File: src/rtl/ex_muldiv_seq_pkg.sv
// ============================================================================
// Module : ex_muldiv_seq_pkg
// Brief  : Shared RV32M func3 encodings, FSM states and operand-sign decode.
// Rev    : 1.0  initial release
// ============================================================================
`default_nettype none

package ex_muldiv_seq_pkg;

  localparam int MD_XLEN = 32;

  localparam logic [2:0] MD_MUL    = 3'b000;
  localparam logic [2:0] MD_MULH   = 3'b001;
  localparam logic [2:0] MD_MULHSU = 3'b010;
  localparam logic [2:0] MD_MULHU  = 3'b011;
  localparam logic [2:0] MD_DIV    = 3'b100;
  localparam logic [2:0] MD_DIVU   = 3'b101;
  localparam logic [2:0] MD_REM    = 3'b110;
  localparam logic [2:0] MD_REMU   = 3'b111;

  typedef enum logic [1:0] {
    ST_IDLE  = 2'd0,
    ST_CALC  = 2'd1,
    ST_FIXUP = 2'd2,
    ST_DONE  = 2'd3
  } state_t;

  function automatic logic opASigned(input logic [2:0] f);
    return (f == MD_MULH) || (f == MD_MULHSU) || (f == MD_DIV) || (f == MD_REM);
  endfunction

  function automatic logic opBSigned(input logic [2:0] f);
    return (f == MD_MULH) || (f == MD_DIV) || (f == MD_REM);
  endfunction

endpackage

`default_nettype wire

File: src/rtl/ex_muldiv_seq_step.sv
// ============================================================================
// Module : ex_muldiv_seq_step
// Brief  : One radix-2 iteration: shift-add multiply or restoring divide.
// Rev    : 1.0  initial release
// ============================================================================
`default_nettype none

module ex_muldiv_seq_step #(
  parameter int XLEN = 32
) (
  input  logic [XLEN-1:0] accHi,
  input  logic            accLoMsb,
  input  logic            accLoLsb,
  input  logic [XLEN-1:0] operand,
  input  logic            isDiv,
  output logic [XLEN-1:0] nextHi,
  output logic            outBit
);

  logic [XLEN:0] w_sum;
  logic [XLEN:0] w_shifted;
  logic [XLEN:0] w_trial;
  logic          w_fits;

  assign w_sum     = {1'b0, accHi} + (accLoLsb ? {1'b0, operand} : '0);
  assign w_shifted = {accHi, accLoMsb};
  assign w_trial   = w_shifted - {1'b0, operand};
  assign w_fits    = ~w_trial[XLEN];

  // Multiply: outBit is the sum LSB that shifts into the low word.
  // Divide:   outBit is the quotient bit that shifts in at the bottom.
  always_comb begin
    nextHi = w_sum[XLEN:1];
    outBit = w_sum[0];
    if (isDiv) begin
      nextHi = w_fits ? w_trial[XLEN-1:0] : w_shifted[XLEN-1:0];
      outBit = w_fits;
    end
  end

endmodule

`default_nettype wire

File: src/rtl/ex_muldiv_seq.sv
// ============================================================================
// Module : ex_muldiv_seq
// Brief  : Fixed-latency iterative RV32M multiply/divide sequencer for EX.
// Rev    : 1.0  initial release
// ============================================================================
`default_nettype none

module ex_muldiv_seq
  import ex_muldiv_seq_pkg::*;
#(
  parameter int XLEN  = MD_XLEN,
  parameter int CNT_W = 5
) (
  input  logic            clk,
  input  logic            rst_n,
  input  logic            start,
  input  logic            flush,
  input  logic [2:0]      func3,
  input  logic [XLEN-1:0] opA,
  input  logic [XLEN-1:0] opB,
  input  logic [4:0]      rdIn,
  output logic            stall,
  output logic            busy,
  output logic            done,
  output logic [XLEN-1:0] result,
  output logic [4:0]      rdOut
);

  state_t            r_state;
  logic [CNT_W-1:0]  r_cnt;
  logic [2:0]        r_func3;
  logic [4:0]        r_rd;
  logic              r_negA;
  logic              r_negB;
  logic [XLEN-1:0]   r_operand;
  logic [2*XLEN-1:0] r_acc;

  logic              w_accept;
  logic              w_aNeg;
  logic              w_bNeg;
  logic [XLEN-1:0]   w_absA;
  logic [XLEN-1:0]   w_absB;
  logic              w_isDiv;
  logic [XLEN-1:0]   w_nextHi;
  logic              w_outBit;
  logic [2*XLEN-1:0] w_prod;
  logic [XLEN-1:0]   w_quot;
  logic [XLEN-1:0]   w_rem;
  logic [XLEN-1:0]   w_fixResult;

  assign w_accept = start && !flush;
  assign w_aNeg   = opASigned(func3) && opA[XLEN-1];
  assign w_bNeg   = opBSigned(func3) && opB[XLEN-1];
  assign w_absA   = w_aNeg ? -opA : opA;
  assign w_absB   = w_bNeg ? -opB : opB;
  assign w_isDiv  = r_func3[2];

  assign stall = ((r_state == ST_IDLE) && w_accept) ||
                 (r_state == ST_CALC) || (r_state == ST_FIXUP);
  assign busy  = (r_state != ST_IDLE);

  ex_muldiv_seq_step #(
    .XLEN(XLEN)
  ) u_step (
    .accHi    (r_acc[2*XLEN-1:XLEN]),
    .accLoMsb (r_acc[XLEN-1]),
    .accLoLsb (r_acc[0]),
    .operand  (r_operand),
    .isDiv    (w_isDiv),
    .nextHi   (w_nextHi),
    .outBit   (w_outBit)
  );

  // Magnitudes were iterated; restore signs. A zero divisor keeps the
  // all-ones quotient the restoring loop naturally produces.
  always_comb begin
    w_prod = (r_negA ^ r_negB) ? -r_acc : r_acc;
    w_quot = ((r_negA ^ r_negB) && (r_operand != '0)) ? -r_acc[XLEN-1:0]
                                                      : r_acc[XLEN-1:0];
    w_rem  = r_negA ? -r_acc[2*XLEN-1:XLEN] : r_acc[2*XLEN-1:XLEN];
    case (r_func3)
      MD_MUL:                       w_fixResult = w_prod[XLEN-1:0];
      MD_MULH, MD_MULHSU, MD_MULHU: w_fixResult = w_prod[2*XLEN-1:XLEN];
      MD_DIV, MD_DIVU:              w_fixResult = w_quot;
      default:                      w_fixResult = w_rem;
    endcase
  end

  always_ff @(posedge clk) begin
    if (!rst_n) begin
      r_state   <= ST_IDLE;
      r_cnt     <= '0;
      r_func3   <= '0;
      r_rd      <= '0;
      r_negA    <= 1'b0;
      r_negB    <= 1'b0;
      r_operand <= '0;
      r_acc     <= '0;
      done      <= 1'b0;
      result    <= '0;
      rdOut     <= '0;
    end else if (flush) begin
      r_state <= ST_IDLE;
      done    <= 1'b0;
    end else begin
      case (r_state)
        ST_IDLE: begin
          if (start) begin
            r_state   <= ST_CALC;
            r_cnt     <= '0;
            r_func3   <= func3;
            r_rd      <= rdIn;
            r_negA    <= w_aNeg;
            r_negB    <= w_bNeg;
            // Divide: low word holds the dividend; multiply: the multiplier.
            r_operand <= func3[2] ? w_absB : w_absA;
            r_acc     <= {{XLEN{1'b0}}, (func3[2] ? w_absA : w_absB)};
          end
        end
        ST_CALC: begin
          r_cnt <= r_cnt + 1'b1;
          if (w_isDiv) begin
            r_acc <= {w_nextHi, r_acc[XLEN-2:0], w_outBit};
          end else begin
            r_acc <= {w_nextHi, w_outBit, r_acc[XLEN-1:1]};
          end
          if (r_cnt == CNT_W'(XLEN-1)) begin
            r_state <= ST_FIXUP;
          end
        end
        ST_FIXUP: begin
          result  <= w_fixResult;
          rdOut   <= r_rd;
          done    <= 1'b1;
          r_state <= ST_DONE;
        end
        default: begin
          done    <= 1'b0;
          r_state <= ST_IDLE;
        end
      endcase
    end
  end

endmodule

`default_nettype wire

File: config.mk
export PLATFORM = sky130hd
export DESIGN_NAME = ex_muldiv_seq
export DESIGN_NICKNAME = d
export VERILOG_FILES = /design/src/rtl/ex_muldiv_seq_pkg.sv /design/src/rtl/ex_muldiv_seq_step.sv /design/src/rtl/ex_muldiv_seq.sv
export SDC_FILE = /design/constraint.sdc
export NUM_CORES = 1
export LEC_CHECK = 0
export CAP_MARGIN = 40
export CELL_PAD_IN_SITES_DETAIL_PLACEMENT = 2
export CELL_PAD_IN_SITES_GLOBAL_PLACEMENT = 2
export CORE_MARGIN = 10
export CORE_UTILIZATION = 32
export DETAILED_ROUTE_END_ITERATION = 8
export GPL_ROUTABILITY_DRIVEN = 0
export HOLD_SLACK_MARGIN = 0.08
export PLACE_DENSITY_LB_ADDON = 0.1
export SLEW_MARGIN = 30
export SYNTH_ARGS = -nofsm -noshare
export SYNTH_HDL_FRONTEND = slang
export SYNTH_HIERARCHICAL = 1
export SYNTH_SLANG_ARGS = --single-unit
File: constraint.sdc
create_clock -name clk -period 3.4 [get_ports clk]
set_input_delay 0.51 -clock clk [delete_from_list [all_inputs] [get_ports clk]]
set_output_delay 0.51 -clock clk [all_outputs]
set_load 0.01 [all_outputs]
==> results.py <==
metrics = {
    "run_status": {
        "status": "finished clean",
    },
    "sta": {
        "hold_violations": 0,
        "maxSlewHeadroom_pct": 39.1,
        "hold_slack_ps": 458,
        "tightest_slew_ps": 902,
        "maxSlewViolCount": 0,
        "period_share_pct": 98.8,
        "setup_violations": 0,
        "rsz0062_at_grt": "true",
        "layout_setup_ws_ps": 40.6,
        "finClkSkew_ps": 11.7,
        "min_period_ps": 3360,
        "max_freq_ghz": 0.298,
    },
    "die": {
        "fp.dieH_um": 240,
        "dieArea_um2": 57600,
        "core-area_um2": 47800,
        "io_pins": 116,
        "fp.dieW_um": 240,
        "row_count": 80,
        "initial_core_util_pct": 32.4,
    },
    "cts": {
        "htree_levels": 4,
        "max-clock-path-buffers": 2,
        "cts_buffers": 17,
        "clock-root-buffer": "clkbuf_16",
        "cts_sinks": 151,
        "cts.clk_slew.worst_paths_ps": 70,
        "clkLatencyLatePin_ps": 470,
        "cts_tree": "built",
    },
    "power": {
        "ir_worst_vdd_mv": 0.361,
        "switching_share_pct": 36.9,
        "p_leak_nw": 7.90,
        "p_sw_mw": 2.32,
        "p_seq_share_pct": 30.9,
        "p_per_area_nw_per_um2": 317,
        "internal_power_mw": 3.98,
        "combinationalPowerShare_pct": 35.1,
        "clockPowerShare_pct": 34.0,
    },
    "cells_and_area": {
        "multiInputGateArea_um2": 11900,
        "fin_cells": 3000,
        "fin_nets": 2519,
        "area_growth_pct": 28.3,
        "nFillCells": 5527,
        "drive_above_1_share_pct": 18.8,
        "design_area_um2": 19900,
        "regArea_um2": 3040,
    },
    "worst_setup_path": {
        "path_max_fanout": 10,
        "r2r_cells": 17,
        "timing.rr.start": "r_acc[0]",
        "max_stage_delay_ps": 360,
        "r2r_slack_ps": 40,
        "path_delay_family": "compound AO/OA/AOI/OAI gates",
        "crit_chain": "buf_12, and2_4, ha_4, o21ai_2, o211ai_1, nand3_2, o31ai_2, buf_4, a31oi_1, buf_4, buf_6, o21ai_2, a211oi_2, o31a_1, a31oi_1, a22oi_1, nor2b_1",
        "critical_path_required_ps": 3800,
        "r2r_end": "r_acc[58]",
        "crit_type": "reg -> reg",
        "cp-start-kind": "register",
        "worstPathBufferInverterCount": 4,
        "cp.arrival_ps": 3760,
        "crit_slowest_cell": "dfxtp_4",
        "endpoint_kind": "register",
    },
    "route": {
        "num_vias": 18200,
        "ant_nets": 0,
        "post_drt_wl_per_cell_um": 26.8,
        "drt_iter0_markers": 1309,
        "wl_um": 80500,
        "drc": 0,
        "viasPerCell": 6.06,
        "drt_first_pass_iters": 6,
    },
    "yosys": {
        "ys_top_cells_by_area": "dfxtp_1 20%, ha_1 5.9%, a21oi_1 5.8%, xor2_1 4.9%, xnor2_1 4.7%",
        "synth-edff-count": 0,
        "synth_nets": 2274,
        "synth_top_family_by_area": "compound AO/OA/AOI/OAI gates",
        "synthesis.area_um2": 15500,
        "syn-mean-instance-area_um2": 7.30,
        "ys_types": 91,
        "synthArstFlopShare_pct": 0,
        "yosys.area_share.simple_pct": 23.6,
        "synth_most_common_cell": "nand2_1",
        "synth-main-ff-cell": "dfxtp_1",
        "synthAdderAreaFrac_pct": 6.15,
        "synth_mux_area_share_pct": 4.99,
        "yosysTopAreaCellShare_pct": 19.5,
        "synth-xor-area-share_pct": 9.55,
        "netlist_instances": 2123,
        "yosys.area.top_type": "dfxtp_1",
        "seq_area_frac_synth_pct": 19.5,
        "synth-seq-cells": 151,
        "synth_warnings": 6,
        "synthTopCellsByCount": "192 x nand2_1, 181 x a21oi_1, 157 x nor2_1",
        "synth-compound-area-share_pct": 30.2,
    },
    "global_route": {
        "gr-usage-all-layers_pct": 26.8,
        "grt_pass1_vias": 18800,
        "grt_max_degree": 85,
        "grt_pass1_wl_um": 118000,
        "grt-ovfl-total": 0,
        "antenna_found_initial": 2,
    },
    "hold_path": {
        "hp-class": "reg -> reg",
        "hold_start": "r_cnt[3]",
        "min_path_cells": 1,
        "hold-path-endpoint": "r_cnt[3]",
    },
    "run": {
        "cap_violations": 0,
    },
    "place": {
        "placed_cells": 2944,
        "io_buffer_count": 115,
        "dpl.hpwl_um": 61400,
        "place_area_um2": 18700,
        "pre_cts_ws_ps": -160,
    },
}
==> cells in the final DEF, fill, tap and decap left out, drive strengths merged, types with 57 or more instances in the layout <==
cell type and instances:
buf 265, nand2 193, a21oi 184, o21ai 166, nor2 157, dfxtp 151, clkdlybuf4s50 113, xor2 86
xnor2 83, inv 74, ha 73, nor3 57
==> power by group through the flow <==
| stage | logic, mW | registers [mW] | clock network [mW] |
|---|---|---|---|
| floorplan | 1.20 | 1.93 | 0 |
| global placement | 1.98 | 1.98 | 0 |
| detailed placement | 2.04 | 1.99 | 0 |
| CTS | 2.07 | 1.95 | 2.16 |
| global route | 2.36 | 1.96 | 2.23 |
| finish | 2.21 | 1.95 | 2.14 |
==> per-layer routing <==
| metal | global-route usage (%) | share of wire [%] | wire length [um] |
|---|---|---|---|
| met2 | 43.9 | 48 | 38300 |
| met4 | 9.64 | 3.0 | 2440 |
| met3 | 3.97 | 4.7 | 3790 |
| met1 | 35.0 | 45 | 35900 |
| met5 | 0 | 0.016 | 13 |
==> registers in the layout, summed over array words and instances (netlist names) <==
register   cells
r_negB         1
r_func3        3
r_acc         64
r_operand     32
r_state        2
r_cnt          5
done           1
r_negA         1
result        32
r_rd           5
rdOut          5
==> metrics by stage <==
step | util [%] | power (mW) | TNS [ps]
2_1_floorplan | - | 3.12 | 0
3_3_place_gp | 39.0 | 3.96 | -178
3_5_place_dp | 39.1 | 4.02 | -1260
4_1_cts | 40.5 | 6.18 | 0
5_1_grt | 41.5 | 6.55 | -564
6_report | 41.5 | 6.30 | 0
==> worst max path at each step <==
stage / from / to / slack [ps] / cells past startpoint
after floorplan: r_acc[31] / r_acc[33] / 210 / 15
after global placement: r_acc[31] / r_acc[33] / -120 / 15
after detailed placement: r_acc[31] / r_acc[33] / -160 / 15
after CTS: r_acc[31] / r_acc[33] / 7 / 15
after global routing: r_operand[6] / r_acc[63] / -110 / 15
final: r_acc[0] / r_acc[58] / 40 / 17
==> cell families (layout without fill, tap and decap cells) <==
group	Yosys count	count (layout)
adder cells (fa/ha/maj)	75	75
AND/OR/NAND/NOR	709	709
flip-flops	151	151
other	0	4
buffers and inverters	227	485
multiplexers	74	74
AO/OA/AOI/OAI	718	718
XOR/XNOR	169	169
==> area by class of cell <==
class / instances / share of cell area [%]
Antenna cell: 4 / 0.0504
Clock buffer: 21 / 2.27
Clock inverter: 11 / 0.875
Inverter: 73 / 1.38
Multi-Input combinational cell: 1745 / 60.0
Sequential cell: 151 / 15.3
Tap cell: 615 / 3.87
Timing Repair Buffer: 380 / 16.3
==> timing repair <==
item	in CTS	in global routing
pin swaps	6	42
setup endpoints to repair	26	38
resized for setup	14	72
setup buffers	1	14
cloned	0	3
endpoints found under the hold margin	0	0
hold buffers	0	0
No activity file was read; power rests on OpenSTA's default activity.
